[config.mk]
export PLATFORM = sky130hd
export DESIGN_NAME = cpu4_instr_sequencer
export DESIGN_NICKNAME = d
export VERILOG_FILES = /design/src/rtl/cpu4_pkg.sv /design/src/rtl/cpu4_prog_buffer.sv /design/src/rtl/cpu4_instr_sequencer.sv
export SDC_FILE = /design/constraint.sdc
export NUM_CORES = 1
export LEC_CHECK = 0
export BUFFER_PORTS_ARGS = -buffer_cell sky130_fd_sc_hd__buf_2
export CAP_MARGIN = 20
export CORE_MARGIN = 5
export CORE_UTILIZATION = 40
export CTS_CLUSTER_SIZE = 10
export DETAILED_ROUTE_END_ITERATION = 6
export GPL_ROUTABILITY_DRIVEN = 0
export PLACE_DENSITY = 0.65
export SETUP_SLACK_MARGIN = 0.3
export SLEW_MARGIN = 25
export SYNTH_ARGS = -nofsm -noshare
export SYNTH_HDL_FRONTEND = slang
export SYNTH_HIERARCHICAL = 1
export SYNTH_SLANG_ARGS = --single-unit
export TNS_END_PERCENT = 50
[constraint.sdc]
create_clock -name clk -period 4.2 [get_ports clk]
set_clock_uncertainty 0.1 [all_clocks]
set_input_delay 0.84 -clock clk [delete_from_list [all_inputs] [get_ports clk]]
set_output_delay 0.84 -clock clk [all_outputs]
set_load 0.02 [all_outputs]
[src/rtl/cpu4_pkg.sv]
// Shared opcodes, sequencer state encoding and instruction-word field helpers
// for the host side of the 4-bit accumulator CPU.
package cpu4_pkg;

  localparam logic [3:0] OP_ADD   = 4'h0;
  localparam logic [3:0] OP_SUB   = 4'h1;
  localparam logic [3:0] OP_STORE = 4'h2;
  localparam logic [3:0] OP_LOAD  = 4'h3;
  localparam logic [3:0] OP_AND   = 4'h5;
  localparam logic [3:0] OP_OR    = 4'h6;
  localparam logic [3:0] OP_XOR   = 4'h7;
  localparam logic [3:0] OP_NOT   = 4'h8;
  localparam logic [3:0] OP_SHL   = 4'h9;
  localparam logic [3:0] OP_SHR   = 4'hA;
  localparam logic [3:0] OP_NOP   = 4'hF;

  localparam int INSTR_W = 12;
  localparam int OPC_HI  = 11;
  localparam int OPC_LO  = 8;
  localparam int ADDR_HI = 7;
  localparam int ADDR_LO = 4;
  localparam int DATA_HI = 3;
  localparam int DATA_LO = 0;

  typedef enum logic [2:0] {
    ST_IDLE   = 3'd0,
    ST_ISSUE  = 3'd1,
    ST_WAIT   = 3'd2,
    ST_REPORT = 3'd3
  } seq_state_t;

  function automatic logic [3:0] instr_opcode(input logic [INSTR_W-1:0] w);
    return w[OPC_HI:OPC_LO];
  endfunction

  function automatic logic [3:0] instr_addr(input logic [INSTR_W-1:0] w);
    return w[ADDR_HI:ADDR_LO];
  endfunction

  function automatic logic [3:0] instr_data(input logic [INSTR_W-1:0] w);
    return w[DATA_HI:DATA_LO];
  endfunction

endpackage

[src/rtl/cpu4_prog_buffer.sv]
// Program store: DEPTH instruction words, one synchronous write port and one
// asynchronous read port. Contents survive reset so a program can be replayed.
module cpu4_prog_buffer
  import cpu4_pkg::*;
#(
  parameter int  DEPTH = 16,
  localparam int AW    = $clog2(DEPTH)
) (
  input  logic               clk,
  input  logic               wr_en,
  input  logic [AW-1:0]      wr_addr,
  input  logic [INSTR_W-1:0] wr_data,
  input  logic [AW-1:0]      rd_addr,
  output logic [INSTR_W-1:0] rd_data
);

  logic [INSTR_W-1:0] mem [DEPTH];

  always_ff @(posedge clk) begin
    if (wr_en) mem[wr_addr] <= wr_data;
  end

  assign rd_data = mem[rd_addr];

endmodule

[src/rtl/cpu4_instr_sequencer.sv]
// Buffers {opcode,addr,data} words and replays them to the CPU one pulse at a time,
// returning each sampled result nibble over a valid/ready stream.
module cpu4_instr_sequencer
  import cpu4_pkg::*;
#(
  parameter int  DEPTH = 16,
  parameter int  HOLD  = 6,
  localparam int AW    = $clog2(DEPTH)
) (
  input  logic               clk,
  input  logic               rst,
  input  logic               load_valid,
  output logic               load_ready,
  input  logic [INSTR_W-1:0] load_word,
  input  logic               prog_clr,
  input  logic               start,
  output logic               busy,
  output logic               done,
  output logic [3:0]         cpu_opcode,
  output logic [3:0]         cpu_addr,
  output logic [3:0]         cpu_data,
  output logic               cpu_write_enable,
  input  logic [7:0]         cpu_result,
  output logic               res_valid,
  input  logic               res_ready,
  output logic [3:0]         res_data,
  output logic [AW-1:0]      res_index
);

  localparam int          HW        = $clog2(HOLD);
  localparam int          HOLD_M2   = HOLD - 2;
  localparam logic [HW-1:0] HOLD_LAST = HOLD_M2[HW-1:0];
  localparam logic [AW:0] FULL      = DEPTH[AW:0];

  seq_state_t         state, state_nxt;
  logic [AW:0]        prog_len;
  logic [AW-1:0]      pc;
  logic [HW-1:0]      hold_cnt;
  logic [INSTR_W-1:0] cur_word;
  logic               load_fire, start_req, start_go, start_empty;
  logic               res_fire, last_instr, cur_is_store;
  logic               unused_result_low;

  // Only the high nibble of the CPU output carries the result.
  assign unused_result_low = ^cpu_result[3:0];

  cpu4_prog_buffer #(.DEPTH(DEPTH)) u_buf (
    .clk     (clk),
    .wr_en   (load_fire),
    .wr_addr (prog_len[AW-1:0]),
    .wr_data (load_word),
    .rd_addr (pc),
    .rd_data (cur_word)
  );

  assign busy         = (state != ST_IDLE);
  assign load_ready   = !rst && (state == ST_IDLE) && (prog_len != FULL);
  assign load_fire    = load_valid && load_ready && !prog_clr;
  assign start_req    = (state == ST_IDLE) && start && !prog_clr;
  // A word loaded in the start cycle counts toward the run length.
  assign start_go     = start_req && ((prog_len != '0) || load_fire);
  assign start_empty  = start_req && (prog_len == '0) && !load_fire;
  assign res_fire     = (state == ST_REPORT) && res_ready;
  assign last_instr   = ({1'b0, pc} == (prog_len - 1'b1));
  assign cur_is_store = (instr_opcode(cur_word) == OP_STORE);

  always_comb begin
    state_nxt        = state;
    cpu_opcode       = OP_NOP;
    cpu_addr         = '0;
    cpu_data         = '0;
    cpu_write_enable = 1'b0;
    res_valid        = 1'b0;
    unique case (state)
      ST_IDLE: begin
        if (start_go) state_nxt = ST_ISSUE;
      end
      ST_ISSUE: begin
        cpu_opcode       = instr_opcode(cur_word);
        cpu_addr         = instr_addr(cur_word);
        cpu_data         = instr_data(cur_word);
        cpu_write_enable = cur_is_store;
        state_nxt        = ST_WAIT;
      end
      ST_WAIT: begin
        // Opcode drops to NOP so the CPU decodes the instruction only once.
        cpu_addr         = instr_addr(cur_word);
        cpu_data         = instr_data(cur_word);
        cpu_write_enable = cur_is_store;
        if (hold_cnt == '0) state_nxt = ST_REPORT;
      end
      ST_REPORT: begin
        res_valid = 1'b1;
        if (res_ready) state_nxt = last_instr ? ST_IDLE : ST_ISSUE;
      end
      default: state_nxt = ST_IDLE;
    endcase
  end

  always_ff @(posedge clk or posedge rst) begin
    if (rst) begin
      state     <= ST_IDLE;
      prog_len  <= '0;
      pc        <= '0;
      hold_cnt  <= '0;
      done      <= 1'b0;
      res_data  <= '0;
      res_index <= '0;
    end else begin
      state <= state_nxt;
      done  <= start_empty || (res_fire && last_instr);

      if (prog_clr && (state == ST_IDLE)) prog_len <= '0;
      else if (load_fire)                 prog_len <= prog_len + 1'b1;

      if (start_go)      pc <= '0;
      else if (res_fire) pc <= last_instr ? '0 : pc + 1'b1;

      if (state == ST_ISSUE)                        hold_cnt <= HOLD_LAST;
      else if ((state == ST_WAIT) && (hold_cnt != '0)) hold_cnt <= hold_cnt - 1'b1;

      if ((state == ST_WAIT) && (hold_cnt == '0)) begin
        res_data  <= cpu_result[7:4];
        res_index <= pc;
      end
    end
  end

endmodule
==> results_dict.tcl, run 1 <==
set metrics [dict create \
    antenna_found_initial 0 \
    maxCapViolations 0 \
    utilization_pct 46.93 \
    rsz0062_at_grt "false" \
    std_cell_rows 54 \
    critPathLaunchType "flip-flop" \
    cts_setup_buffers 0 \
    endpoint_kind "output port" \
    die_area_um2 25250 \
    place_area_um2 9519 \
    antenna_cells 0 \
    area_growth_pct 15.48 \
    stdcell_area_um2 10240 \
    ys.flop_type "edfxtp_1" \
    fmax_mhz 268.6 \
    vdd_drop_max_v 0.0004963 \
    initialDrtViolationCount 439 \
    coreArea_um2 21820 \
    via_per_inst 5.481 \
    grt_pass1_wl_um 28500 \
    initial_core_util_pct 40.64 \
    grt_pass1_vias 4732 \
    synth.net_count 500 \
    worstSetupPathType "flip-flop to output port" \
    tightest_slew_ns 0.8341 \
    p_leak_uw 0.003500 \
    vias 4549 \
    grt_max_degree 29 \
    clock-sinks 215 \
    numCtsBuffers 26 \
    wl_per_cell_um 22.33 \
    synth_enable_flop_cells 192 \
    required_ns 3.26 \
    fp.dieH_um 158.9 \
    port-buffer-count 46 \
    die_w_um 158.9 \
    drt-pass1-iter-count 4 \
    cp_max_fo 28 \
    postSynthCellCount 465 \
    status "complete, no violations" \
    yosys.cell_types.count 50 \
    power_density_nw_per_um2 589.7 \
    grt_overflow 0 \
    syn_avg_cell_area_um2 19.07 \
    cp.arrival_ns 2.78 \
    synth_warnings 6 \
    min_period_over_period_pct 88.65 \
    syn_area_um2 8869 \
    worst_slack_ns 0.4769 \
    fin_crit_ns 3.723 \
    drive_gt1_share_pct 28.00 \
    setup_viol 0 \
    grt.total_usage_pct 14.41 \
    wl_um 18540 \
    nets 578 \
    yosysTopAreaCell "edfxtp_1" \
    htree_levels 1 \
    postRouteAntennaNets 0 \
    setup_tns_ns 0 \
    max_stage_delay_ns 0.61 \
    synth_top_area_share_pct 65.01 \
    clock_path_buffers 3 \
    ys_seq_elements 215 \
    slew_viol_final 0 \
    cts_tree "done" \
    drcViolationCount 0 \
    slowest_stage "mux4_1" \
    yosysSeqAreaShare_pct 71.50 \
    critical_path.cell_chain "buf_12, mux4_1, a22oi_1, nand2_1, nor3_1, buf_2" \
    clk_latency_ns 0.52 \
    hold_class "input port to async pin" \
    ctsRootBufferMaster "clkbuf_16" \
    netlist_top_cells_area "edfxtp_1, mux4_2, dfrtp_1" \
    dp_slack_ns 0.8168 \
    hold_viol 0 \
    clk_pin_slew_worst_paths_ns 0.06 \
    synthArstFlopShare_pct 10.70 \
    post-dp-hpwl_um 11500 \
    ios 51 \
    relSlewSlack_pct 44.05 \
]
==> report_power, final <==
part / total (uW) / leakage, uW / internal (uW) / switching [uW]
Combinational: 1610 / 0.00114 / 749 / 856
Sequential: 2530 / 0.00202 / 2420 / 107
Clock: 1900 / 0.000343 / 1120 / 790
Total: 6040 / 0.00350 / 4290 / 1750
==> Yosys cell counts, drive strengths merged, types with 2 or more instances <==
master  count
a211o       3
a211oi      2
a21oi       3
a22oi      24
a311oi      2
and2       10
and4bb      2
buf        13
clkbuf      7
dfrtp      23
edfxtp    192
ha          9
inv        11
mux2        8
mux4       48
nand2      19
nand2b     11
nand3       9
nand3b      5
nor2       20
nor2b       3
nor3        9
o21ai       7
xnor2       5
xor2        2
==> sequential cells by signal (all words and copies together), names as in the netlist <==
name	cells
res_data	4
res_index	4
u_buf/mem	192
prog_len	5
hold_cnt	3
state	2
done	1
pc	4
==> placed cells by master, fill, tap and decap left out, drive strengths merged, types with 2 or more instances in the layout <==
cell,count
a211o,3
a211oi,2
a21oi,3
a22oi,24
a311oi,2
and2,10
and4bb,2
buf,70
clkbuf,31
clkinv,4
dfrtp,23
edfxtp,192
ha,9
inv,10
mux2,8
mux4,48
nand2,19
nand2b,11
nand3,9
nand3b,5
nor2,20
nor2b,3
nor3,9
o21ai,7
xnor2,5
xor2,2
==> metal layers <==
layer	up-vias	track usage, %	part of all wire (%)
met2	160	23.06	48
met3	25	3.007	7.7
met4	0	3.257	1.8
met1	2324	20.54	43
li1	2040	-	-
met5	-	0	0
==> critical path: cells and delay by family, from the launching register on <==
family                 cells  cell delay (ns)
flip-flops                 1             0.58
buffers and inverters      2             0.48
multiplexers               1             0.61
AND/OR/NAND/NOR            2             0.37
AO/OA/AOI/OAI              1             0.19
==> kinds of logic after synthesis <==
family                     Yosys count  share of synthesized area, %
DFF                                215                         71.50
and+or+nand+nor                     97                         5.968
muxes                               57                         13.95
AOI/OAI and AO/OA                   49                         4.515
buffers and inverters               31                         2.102
adders and majority gates            9                         1.270
xor gates and xnor gates             7                        0.6913
==> path summary, 6_finish.rpt <==
check                              from                to  slack, ns  cells past startpoint
setup / recovery                  pc[0]  cpu_write_enable       0.48                      6
hold / removal                      rst             pc[0]       0.31                      2
setup reg to reg            prog_len[0]   u_buf/mem[0][1]       0.79                      8
hold reg to reg            res_index[2]      res_index[2]       0.38                      2
max in group asynchronous           rst             pc[0]       3.24                      2
min in group clk           res_index[2]      res_index[2]       0.38                      2
==> timing repair <==
action / CTS / global route
resized for setup: 0 / 2
hold buffers: 0 / 0
setup endpoints to repair: 0 / 2
==> stage by stage <==
step	std cells	hold slack [ns]	power, uW
floorplan	465	0.3876	3782
global placement	795	0.3617	4141
detailed placement	795	0.3760	4188
CTS	830	0.3890	6106
global route	830	0.3786	6348
finish	830	0.3106	6039
==> final cells by class <==
type                       count  area [um2]
inverter                      11       41.29
clock buffer                  31       669.4
clock inverter                 4       46.29
fill                        1801       11580
sequential                   215        6346
multi-input combinational    219        2361
timing repair buffer          70       426.7
tap                          280       350.3
No activity file was read; power rests on OpenSTA's default activity.
==> run 2, diff against run 1 <==
--- a/config.mk
+++ b/config.mk
@@ -7,7 +7,7 @@
 export LEC_CHECK = 0
 export BUFFER_PORTS_ARGS = -buffer_cell sky130_fd_sc_hd__buf_2
 export CAP_MARGIN = 20
-export CORE_MARGIN = 5
+export CORE_MARGIN = 2
 export CORE_UTILIZATION = 40
 export CTS_CLUSTER_SIZE = 10
 export DETAILED_ROUTE_END_ITERATION = 6
==> constraint.sdc (replaced) <==
create_clock -name clk -period 4.03 [get_ports clk]
set_clock_uncertainty 0.1 [all_clocks]
set_input_delay 0.806 -clock clk [delete_from_list [all_inputs] [get_ports clk]]
set_output_delay 0.806 -clock clk [all_outputs]
set_load 0.02 [all_outputs]
==> run 2 against run 1 <==
  * Worst hold slack improved by 0.083 ns
  * Non-clock buffer count increased by 2
  * Combinational power increased by 7%
  * Register-to-register slack improved by 0.04 ns
  * Sequential share of layout area decreased by 0.37 points
  * Flip-flop and latch count unchanged
  * Critical path type unchanged
  * Final area increased by 0.60%
  * Critical path depth increased by 1
  * Critical endpoint unchanged
==> results_dict.tcl, run 2 (same netlist as run 1, synthesis figures left out) <==
set metrics [dict create \
    status "complete, no violations" \
    cp_max_fo 11 \
    utilization_pct 47.21 \
    cts_resized 0 \
    antenna_found_initial 0 \
    wl_um 18810 \
    cts_tree "done" \
    wl_per_cell_um 22.50 \
    power.internal_uw 4533 \
    initialDrtViolationCount 333 \
    hold_buffers 0 \
    setup_tns_ns 0 \
    numCtsBuffers 26 \
    min_period_over_period_pct 88.42 \
    initial_core_util_pct 40.64 \
    std_cell_rows 54 \
    clock_path_buffers 3 \
    tightest_slew_ns 0.8954 \
    hold_viol 0 \
    nFillCells 1815 \
    antenna_cells 0 \
    ios 51 \
    reg_top3 "u_buf/mem: 192 flops, prog_len: 5 flops" \
    hold_class "input port to async pin" \
    grt.total_usage_pct 16.15 \
    port-buffer-count 46 \
    drcViolationCount 0 \
    regArea_um2 6346 \
    relSlewSlack_pct 40.24 \
    seqPwrFrac_pct 41.2 \
    nets 580 \
    stdcell_count 836 \
    coreArea_um2 21820 \
    slew_viol_final 0 \
    critPathLaunchType "flip-flop" \
    drive_gt1_share_pct 28.06 \
    via_per_inst 5.556 \
    endpoint_kind "output port" \
    stdcell_area_um2 10300 \
    reg2regPathDepth 8 \
    maxCapViolations 0 \
    worstSetupPathType "flip-flop to output port" \
    setup_viol 0 \
    multi_input_area_um2 2361 \
    reg2reg_to "u_buf/mem[5][6]" \
    vdd_drop_max_v 0.0004849 \
    htree_levels 1 \
    grt_pass1_vias 4927 \
    postRouteAntennaNets 0 \
    cp-startpoint "pc[0]" \
    drt-pass1-iter-count 4 \
    mostFrequentLayoutCell "edfxtp_1" \
    crit_path_end "cpu_write_enable" \
    most-common-layout-cells "edfxtp_1, buf_2, mux4_2, clkbuf_16, a22oi_1" \
    vias 4645 \
    grt_max_degree 54 \
    reg2reg_setup_slack_ns 0.83 \
    fin_crit_ns 3.563 \
    power.switching_uw 1850 \
    combPwrFrac_pct 26.9 \
    place_area_um2 9559 \
    power_density_nw_per_um2 619.5 \
    die_area_um2 23380 \
    grt_overflow 0 \
    rr_startpoint "prog_len[0]" \
    area_growth_pct 16.17 \
    clk_latency_ns 0.53 \
    grt_pass1_wl_um 28640 \
    clk_pin_slew_worst_paths_ns 0.06 \
    required_ns 3.12 \
    max_flop_register "u_buf/mem" \
    rsz0062_at_grt "false" \
    place_inst 797 \
    cp.arrival_ns 2.66 \
    p_leak_uw 0.003532 \
    largest_reg_flops 192 \
    cts_setup_buffers 0 \
    die_w_um 152.9 \
    ctsRootBufferMaster "clkbuf_16" \
    fp.dieH_um 152.9 \
    clock-sinks 215 \
    swShare_pct 28.99 \
    post-dp-hpwl_um 11290 \
    power_frac_clock_pct 31.9 \
    power_uw 6383 \
    fmax_mhz 280.7 \
]
run 2: cell types whose count changed in the layout (fill, tap and decap cells not counted), sizes merged:
cell and delta:
inv +2, clkbuf +6, clkinvlp -1, clkinv -3, buf +2
run 2: how the worst min path moves through the flow:
stage | from | end | slack (ns) | cells past startpoint
3_5_place_dp | res_data[3] | res_data[3] | 0.39 | 1
5_1_grt | res_ready | state[0] | 0.41 | 2
3_3_place_gp | res_index[2] | res_index[2] | 0.36 | 2
2_1_floorplan | hold_cnt[2] | hold_cnt[2] | 0.39 | 1
4_1_cts | res_ready | state[0] | 0.40 | 2
6_report | rst | prog_len[2] | 0.39 | 2
run 2: per-stage QoR:
step | hold WS (ns) | setup WS, ns
4_1_cts | 0.3976 | 0.3732
5_1_grt | 0.4113 | 0.3225
3_5_place_dp | 0.3898 | 0.8660
3_3_place_gp | 0.3638 | 0.8836
6_report | 0.3938 | 0.4669
2_1_floorplan | 0.3876 | 0.8412
run 2: worst max-delay path: stages (launching register included):
cell and delay, ns:
dfrtp_4 0.56, buf_4 0.24, mux4_2 0.52, a22oi_1 0.18, nand2_1 0.13, nand3b_1 0.17
nor3_1 0.14, buf_2 0.19
run 2: metal layers:
metal | vias to the layer above | part of all wire [%] | GRT usage [%]
li1 | 2045 | - | -
met1 | 2421 | 44 | 21.96
met2 | 139 | 49 | 26.78
met3 | 40 | 4.2 | 2.608
met4 | 0 | 2.9 | 5.423
met5 | - | 0 | 0
run 2: final cells by class:
cell class | count | area share, %
repair buffers | 72 | 4.494
clock inverters | 2 | 0.3765
clock buffers | 37 | 6.813
inverters | 11 | 0.4008
flip-flops and latches | 215 | 61.60
multi-input cells | 219 | 22.92
well taps | 280 | 3.401
run 2: power groups by stage:
stage                     combinational (uW)  clock [uW]  sequential, uW
after CTS                               1740        2090            2630
final                                   1720        2040            2630
after detailed placement                1740           0            2670
after global placement                  1690           0            2660
after global routing                    1850        2180            2640
after floorplan                         1270           0            2670
